<file path="config.mk">
export PLATFORM = sky130hd
export DESIGN_NAME = stage_mem_lsu_flat
export DESIGN_NICKNAME = d
export VERILOG_FILES = /design/src/rtl/stage_mem_lsu_if.sv /design/src/rtl/stage_mem_lsu.sv /design/src/flat_wrapper.sv
export SDC_FILE = /design/constraint.sdc
export NUM_CORES = 1
export LEC_CHECK = 0
export CAP_MARGIN = 5
export CORE_MARGIN = 2
export CORE_UTILIZATION = 40
export CTS_CLUSTER_SIZE = 25
export DETAILED_ROUTE_END_ITERATION = 8
export GPL_TIMING_DRIVEN = 0
export PLACE_DENSITY = 0.73
export SYNTH_ARGS = -nofsm -noshare
export SYNTH_HDL_FRONTEND = slang
export SYNTH_SLANG_ARGS = --single-unit
</file>
<file path="constraint.sdc">
create_clock -name clk -period 11.8 [get_ports clk]
set_input_delay 3.54 -clock clk [delete_from_list [all_inputs] [get_ports clk]]
set_output_delay 3.54 -clock clk [all_outputs]
set_load 0.02 [all_outputs]
</file>
<file path="src/rtl/stage_mem_lsu_if.sv">
// Data-memory bus between the memory-stage LSU (master) and the data memory (slave).
// The bus uses a request/grant handshake for commands and a separate rvalid response.
interface stage_mem_lsu_if #(
  parameter int ADDR_W = 32
);
  logic              dmem_req;
  logic              dmem_we;
  logic [ADDR_W-1:0] dmem_addr;
  logic [3:0]        dmem_be;
  logic [31:0]       dmem_wdata;
  logic              dmem_gnt;
  logic              dmem_rvalid;
  logic [31:0]       dmem_rdata;

  modport master (
    output dmem_req, dmem_we, dmem_addr, dmem_be, dmem_wdata,
    input  dmem_gnt, dmem_rvalid, dmem_rdata
  );

  modport slave (
    input  dmem_req, dmem_we, dmem_addr, dmem_be, dmem_wdata,
    output dmem_gnt, dmem_rvalid, dmem_rdata
  );
endinterface

</file>
<file path="src/rtl/stage_mem_lsu.sv">
// Memory-stage load/store unit: issues data-memory accesses, aligns load data,
// stalls the pipeline while an access is outstanding, and registers the writeback bundle.
module stage_mem_lsu #(
  parameter int ADDR_W  = 32,
  parameter int DATA_W  = 32,
  parameter int TIMEOUT = 255
) (
  input  logic              clk,
  input  logic              rst,
  input  logic              ex_valid,
  input  logic [7:0]        ex_aluop,
  input  logic [ADDR_W-1:0] mem_addr,
  input  logic [DATA_W-1:0] rt_data,
  input  logic [4:0]        reg_waddr_i,
  input  logic              we_i,
  input  logic [DATA_W-1:0] reg_wdata_i,
  output logic              stall_req,
  stage_mem_lsu_if.master   dmem,
  output logic              wb_valid,
  output logic [4:0]        reg_waddr_o,
  output logic              we_o,
  output logic [DATA_W-1:0] reg_wdata_o,
  output logic              misalign,
  output logic              bus_err
);

  localparam logic [7:0] EXE_LB_OP  = 8'b1110_0000;
  localparam logic [7:0] EXE_LH_OP  = 8'b1110_0001;
  localparam logic [7:0] EXE_LW_OP  = 8'b1110_0011;
  localparam logic [7:0] EXE_LBU_OP = 8'b1110_0100;
  localparam logic [7:0] EXE_LHU_OP = 8'b1110_0101;
  localparam logic [7:0] EXE_SB_OP  = 8'b1110_1000;
  localparam logic [7:0] EXE_SH_OP  = 8'b1110_1001;
  localparam logic [7:0] EXE_SW_OP  = 8'b1110_1011;

  localparam logic [1:0] S_IDLE = 2'd0;
  localparam logic [1:0] S_REQ  = 2'd1;
  localparam logic [1:0] S_WAIT = 2'd2;

  localparam logic [8:0] TO_LAST = 9'(TIMEOUT - 1);

  logic [1:0]        state;
  logic [8:0]        wait_cnt;
  logic [ADDR_W-1:0] addr_q;
  logic [7:0]        op_q;
  logic [DATA_W-1:0] wdata_q;
  logic [4:0]        waddr_q;
  logic              we_q;

  logic ex_is_mem, ex_mis, accept;
  logic q_is_store;
  logic [3:0]  be_c;
  logic [31:0] wdata_c;
  logic [7:0]  lane_byte;
  logic [15:0] lane_half;
  logic [31:0] load_data;

  always_comb begin
    ex_is_mem = 1'b0;
    ex_mis    = 1'b0;
    case (ex_aluop)
      EXE_LB_OP, EXE_LBU_OP, EXE_SB_OP: ex_is_mem = 1'b1;
      EXE_LH_OP, EXE_LHU_OP, EXE_SH_OP: begin
        ex_is_mem = 1'b1;
        ex_mis    = mem_addr[0];
      end
      EXE_LW_OP, EXE_SW_OP: begin
        ex_is_mem = 1'b1;
        ex_mis    = (mem_addr[1:0] != 2'b00);
      end
      default: ;
    endcase
  end

  assign accept    = (state == S_IDLE) && ex_valid && ex_is_mem && !ex_mis;
  // Reset gates the stall so a held memory op on the EX inputs cannot raise it.
  assign stall_req = !rst && (accept || (state != S_IDLE));

  always_comb begin
    q_is_store = 1'b0;
    be_c       = 4'b1111;
    wdata_c    = wdata_q;
    case (op_q)
      EXE_SB_OP: begin
        q_is_store = 1'b1;
        be_c       = 4'b0001 << addr_q[1:0];
        wdata_c    = {4{wdata_q[7:0]}};
      end
      EXE_SH_OP: begin
        q_is_store = 1'b1;
        be_c       = 4'b0011 << addr_q[1:0];
        wdata_c    = {2{wdata_q[15:0]}};
      end
      EXE_SW_OP: q_is_store = 1'b1;
      default: ;
    endcase
  end

  always_comb begin
    dmem.dmem_req   = (state == S_REQ);
    dmem.dmem_we    = dmem.dmem_req && q_is_store;
    dmem.dmem_addr  = dmem.dmem_req ? {addr_q[ADDR_W-1:2], 2'b00} : '0;
    dmem.dmem_be    = dmem.dmem_req ? be_c : 4'b0000;
    dmem.dmem_wdata = dmem.dmem_req ? wdata_c : 32'h0;
  end

  always_comb begin
    lane_byte = 8'(dmem.dmem_rdata >> {addr_q[1:0], 3'b000});
    lane_half = addr_q[1] ? dmem.dmem_rdata[31:16] : dmem.dmem_rdata[15:0];
    case (op_q)
      EXE_LB_OP:  load_data = {{24{lane_byte[7]}}, lane_byte};
      EXE_LBU_OP: load_data = {24'h0, lane_byte};
      EXE_LH_OP:  load_data = {{16{lane_half[15]}}, lane_half};
      EXE_LHU_OP: load_data = {16'h0, lane_half};
      default:    load_data = dmem.dmem_rdata;
    endcase
  end

  // Access FSM plus the registered writeback bundle; pulses default low every cycle.
  always_ff @(posedge clk or posedge rst) begin
    if (rst) begin
      state       <= S_IDLE;
      wait_cnt    <= '0;
      addr_q      <= '0;
      op_q        <= '0;
      wdata_q     <= '0;
      waddr_q     <= '0;
      we_q        <= 1'b0;
      wb_valid    <= 1'b0;
      reg_waddr_o <= '0;
      we_o        <= 1'b0;
      reg_wdata_o <= '0;
      misalign    <= 1'b0;
      bus_err     <= 1'b0;
    end else begin
      wb_valid <= 1'b0;
      misalign <= 1'b0;
      bus_err  <= 1'b0;
      case (state)
        S_IDLE: begin
          if (ex_valid && !ex_is_mem) begin
            wb_valid    <= 1'b1;
            reg_waddr_o <= reg_waddr_i;
            we_o        <= we_i;
            reg_wdata_o <= reg_wdata_i;
          end else if (ex_valid && ex_mis) begin
            wb_valid    <= 1'b1;
            misalign    <= 1'b1;
            reg_waddr_o <= reg_waddr_i;
            we_o        <= 1'b0;
            reg_wdata_o <= '0;
          end else if (accept) begin
            addr_q  <= mem_addr;
            op_q    <= ex_aluop;
            wdata_q <= rt_data;
            waddr_q <= reg_waddr_i;
            we_q    <= we_i;
            state   <= S_REQ;
          end
        end
        S_REQ: begin
          if (dmem.dmem_gnt) begin
            if (q_is_store) begin
              state       <= S_IDLE;
              wb_valid    <= 1'b1;
              reg_waddr_o <= waddr_q;
              we_o        <= 1'b0;
              reg_wdata_o <= '0;
            end else if (dmem.dmem_rvalid) begin
              state       <= S_IDLE;
              wb_valid    <= 1'b1;
              reg_waddr_o <= waddr_q;
              we_o        <= we_q;
              reg_wdata_o <= load_data;
            end else begin
              state    <= S_WAIT;
              wait_cnt <= '0;
            end
          end
        end
        S_WAIT: begin
          if (dmem.dmem_rvalid) begin
            state       <= S_IDLE;
            wb_valid    <= 1'b1;
            reg_waddr_o <= waddr_q;
            we_o        <= we_q;
            reg_wdata_o <= load_data;
          end else if (wait_cnt == TO_LAST) begin
            state       <= S_IDLE;
            bus_err     <= 1'b1;
            wb_valid    <= 1'b1;
            reg_waddr_o <= waddr_q;
            we_o        <= 1'b0;
            reg_wdata_o <= '0;
          end else begin
            wait_cnt <= wait_cnt + 9'd1;
          end
        end
        default: state <= S_IDLE;
      endcase
    end
  end

endmodule

</file>
<file path="src/flat_wrapper.sv">
// flat-port wrapper written by rule: the top's interface ports become plain ports
module stage_mem_lsu_flat 
#(
  parameter int ADDR_W  = 32,
  parameter int DATA_W  = 32,
  parameter int TIMEOUT = 255
)
  (clk, rst, ex_valid, ex_aluop, mem_addr, rt_data, reg_waddr_i, we_i, reg_wdata_i, stall_req, wb_valid, reg_waddr_o, we_o, reg_wdata_o, misalign, bus_err, dmem_dmem_req, dmem_dmem_we, dmem_dmem_addr, dmem_dmem_be, dmem_dmem_wdata, dmem_dmem_gnt, dmem_dmem_rvalid, dmem_dmem_rdata);
  stage_mem_lsu_if #(.ADDR_W(ADDR_W)) dmem_i ();
  input  logic clk;
  input  logic rst;
  input  logic ex_valid;
  input  logic [7:0] ex_aluop;
  input  logic [ADDR_W-1:0] mem_addr;
  input  logic [DATA_W-1:0] rt_data;
  input  logic [4:0] reg_waddr_i;
  input  logic we_i;
  input  logic [DATA_W-1:0] reg_wdata_i;
  output logic stall_req;
  output logic wb_valid;
  output logic [4:0] reg_waddr_o;
  output logic we_o;
  output logic [DATA_W-1:0] reg_wdata_o;
  output logic misalign;
  output logic bus_err;
  output wire logic [$bits(dmem_i.dmem_req)-1:0] dmem_dmem_req;
  output wire logic [$bits(dmem_i.dmem_we)-1:0] dmem_dmem_we;
  output wire logic [$bits(dmem_i.dmem_addr)-1:0] dmem_dmem_addr;
  output wire logic [$bits(dmem_i.dmem_be)-1:0] dmem_dmem_be;
  output wire logic [$bits(dmem_i.dmem_wdata)-1:0] dmem_dmem_wdata;
  input wire logic [$bits(dmem_i.dmem_gnt)-1:0] dmem_dmem_gnt;
  input wire logic [$bits(dmem_i.dmem_rvalid)-1:0] dmem_dmem_rvalid;
  input wire logic [$bits(dmem_i.dmem_rdata)-1:0] dmem_dmem_rdata;
  assign dmem_dmem_req = dmem_i.dmem_req;
  assign dmem_dmem_we = dmem_i.dmem_we;
  assign dmem_dmem_addr = dmem_i.dmem_addr;
  assign dmem_dmem_be = dmem_i.dmem_be;
  assign dmem_dmem_wdata = dmem_i.dmem_wdata;
  assign dmem_i.dmem_gnt = dmem_dmem_gnt;
  assign dmem_i.dmem_rvalid = dmem_dmem_rvalid;
  assign dmem_i.dmem_rdata = dmem_dmem_rdata;
  stage_mem_lsu #(.ADDR_W(ADDR_W), .DATA_W(DATA_W), .TIMEOUT(TIMEOUT)) u_core (.clk(clk), .rst(rst), .ex_valid(ex_valid), .ex_aluop(ex_aluop), .mem_addr(mem_addr), .rt_data(rt_data), .reg_waddr_i(reg_waddr_i), .we_i(we_i), .reg_wdata_i(reg_wdata_i), .stall_req(stall_req), .dmem(dmem_i), .wb_valid(wb_valid), .reg_waddr_o(reg_waddr_o), .we_o(we_o), .reg_wdata_o(reg_wdata_o), .misalign(misalign), .bus_err(bus_err));
endmodule
</file>
==> results.json <==
{
  "status": "complete, no violations",
  "syn_inst": 657,
  "worstSkewPairLatency_ps": 420,
  "antenna_found_initial": 0,
  "cts_resized": 0,
  "leakagePower_uw": 0.004501,
  "grt_overflow": 0,
  "dr.first_iter.drc_count": 367,
  "clk_path_buf_depth": 2,
  "fp.dieH_um": 137.7,
  "synth.avg_cell_area_um2": 10.89,
  "drt_pass1_iterations": 4,
  "core_area_um2": 17420,
  "drv_cap": 0,
  "highest_layer": "met4",
  "synth-seq-cells": 130,
  "area_growth_pct": 47.93,
  "ys.flop_type": "dfrtp_1",
  "endpoint_kind": "output pin",
  "drive_gt1_share_pct": 19.56,
  "wl_met3_um": 2266,
  "min_path_type": "flop to flop",
  "grt_pass1_vias": 6131,
  "num_rows": 48,
  "m1WireLength_um": 9291,
  "io_buffer_count": 256,
  "r2r_slack_ps": 8970,
  "crit_arrival_ps": 6350,
  "synth_top_area_cell": "dfrtp_1",
  "max_freq_mhz": 101.1,
  "initial_core_util_pct": 41.06,
  "grt_pass1_wl_um": 33800,
  "cts_tree": "done",
  "power.total_uw": 1882,
  "cts_sinks": 130,
  "async_flop_share_pct": 100.0,
  "die_w_um": 137.7,
  "synth_top_area_share_pct": 45.49,
  "synth-edff-count": 0,
  "cp-start-kind": "input pin",
  "crit_required_ps": 8260,
  "routed_wl_um": 22780,
  "crit_type": "input pin to output pin",
  "path_clk_slew_ps": 60,
  "fin_crit_ps": 9888,
  "post_cts_buffers": 0,
  "avgViaCountPerCell": 5.258,
  "cts_hold_buf": 0,
  "yosysSeqAreaShare_pct": 45.49,
  "hold_viol": 0,
  "final_area_um2": 10580,
  "place_hpwl_um": 17150,
  "nets": 1087,
  "gp_congestion": 0.8905,
  "rsz0062_at_grt": "false",
  "fillCellCount": 1487,
  "powerDensity_nw_per_um2": 177.8,
  "report.final.slew_viol_count": 0,
  "yosys_warnings": 0,
  "diodes": 0,
  "synth.area.top_cells": "dfrtp_1, mux2_2, and2_1, mux2_4, a21oi_1",
  "final_antenna_net_count": 0,
  "ys_types": 62,
  "netlist_area_um2": 7152,
  "grt_usage_pct": 23.82,
  "seqCellArea_um2": 3253,
  "clock-root-buffer": "clkbuf_16",
  "io_pins": 259,
  "drc": 0,
  "grt_start_max_net_pins": 89,
  "yosysMostFrequentCell": "dfrtp_1",
  "cp_max_fo": 10,
  "dieArea_um2": 18970,
  "peakVddDrop_mv": 0.1062,
  "worst_pin_slew_ps": 749.8,
  "via_count": 6157,
  "fin_crit_sh_pct": 83.79,
  "fin_skew_ps": 6.814,
  "htreeDepth": 4,
  "cts_buffers": 17,
  "final-setup-viol-count": 0,
  "place_area_um2": 10030,
  "fin_setup_tns_ps": 0,
  "netlist_top_cells_count": "dfrtp_1, mux2_2, and2_1",
  "slew-limit-headroom_pct": 49.63,
  "wl_met2_um": 10870,
  "routedWlPerCell_um": 19.45,
  "multiInputGateArea_um2": 3630
}
==> routing by layer <==
metal	track usage, %	vias to the layer above
met5	0	-
met4	6.916	0
met3	9.308	26
met2	39.69	247
met1	28.58	2964
li1	-	2920
==> through the flow <==
step,worst slack (ps),utilization (%),std cells,hold WS [ps]
after floorplan,3316,-,658,456.7
after global placement,1915,57.41,1139,476.9
after detailed placement,1912,57.60,1140,485.0
after CTS,1902,60.75,1171,497.7
after global routing,1792,60.75,1171,500.7
final,1912,60.75,1171,494.8
==> logic make-up (layout without fill, tap and decap cells) <==
logic type               count (synthesis)  after routing  synth area share [%]
AO/OA/AOI/OAI                          131            131                 12.82
AND/OR/NAND/NOR                        197            197                 14.70
XOR/XNOR                                 5              5                0.6123
adder cells (fa/ha/maj)                  6              6                 1.050
buffers and inverters                   57            345                 3.814
other                                    1              2               0.05243
flip-flops                             130            130                 45.49
multiplexers                           130            130                 21.47
==> flip-flops by register name, summed over array words and instances (netlist names) <==
signal	count
u_core.reg_wdata_o	32
u_core.addr_q	32
u_core.misalign	1
u_core.wb_valid	1
u_core.state	2
u_core.wdata_q	32
u_core.waddr_q	5
u_core.we_o	1
u_core.we_q	1
u_core.bus_err	1
u_core.wait_cnt	9
u_core.reg_waddr_o	5
u_core.op_q	8
==> cells in the final DEF (no fill, tap or decap), types with 4 or more instances in the layout <==
master,count
clkbuf_16,17
a22o_1,11
a32o_1,6
nor3_1,17
a21oi_1,32
mux2i_1,12
clkinvlp_4,4
clkbuf_1,29
a211oi_1,10
mux2_2,97
or2_2,8
nand4_1,5
nor2b_1,9
a31oi_1,8
o2bb2ai_1,17
ha_1,6
xor2_1,4
clkdlybuf4s50_1,256
buf_6,4
nand3_1,6
dfrtp_1,130
nand2_1,39
nand2b_1,6
mux2_4,20
inv_1,9
nor2_1,41
o21ai_0,26
buf_2,12
and2_1,48
==> area by class of cell <==
class                      count  area share (%)
buffer                        45           2.129
inverter                      12          0.4967
clock buffer                  22           4.387
tap                          225           2.661
sequential                   130           30.75
multi-input combinational    471           34.31
timing repair buffer         257           24.48
clock inverter                 9          0.7923
==> worst paths after layout <==
check,startpoint,to,depth (start not counted)
max,ex_aluop[2],stall_req,7
min,u_core.addr_q[19],u_core.addr_q[19],1
max reg2reg,u_core.state[0],u_core.reg_wdata_o[30],7
min reg2reg,u_core.addr_q[19],u_core.addr_q[19],1
max in group asynchronous,rst,u_core.addr_q[30],3
min in group asynchronous,rst,u_core.wait_cnt[1],2
==> worst max-delay path: stages <==
cell,delay [ps]
clkdlybuf4s50_1,500
nand2b_1,200
a221oi_2,430
nand4_1,430
clkbuf_1,380
a21oi_1,220
clkdlybuf4s50_1,640
==> report_power, final <==
| group | internal, uW | leakage (uW) | total (uW) | switching (uW) |
|---|---|---|---|---|
| Combinational | 377 | 0.00254 | 730 | 353 |
| Sequential | 575 | 0.00170 | 659 | 83.9 |
| Clock | 298 | 0.000258 | 493 | 195 |
| Total | 1250 | 0.00450 | 1880 | 631 |
Power figures use the tool's default switching activity.
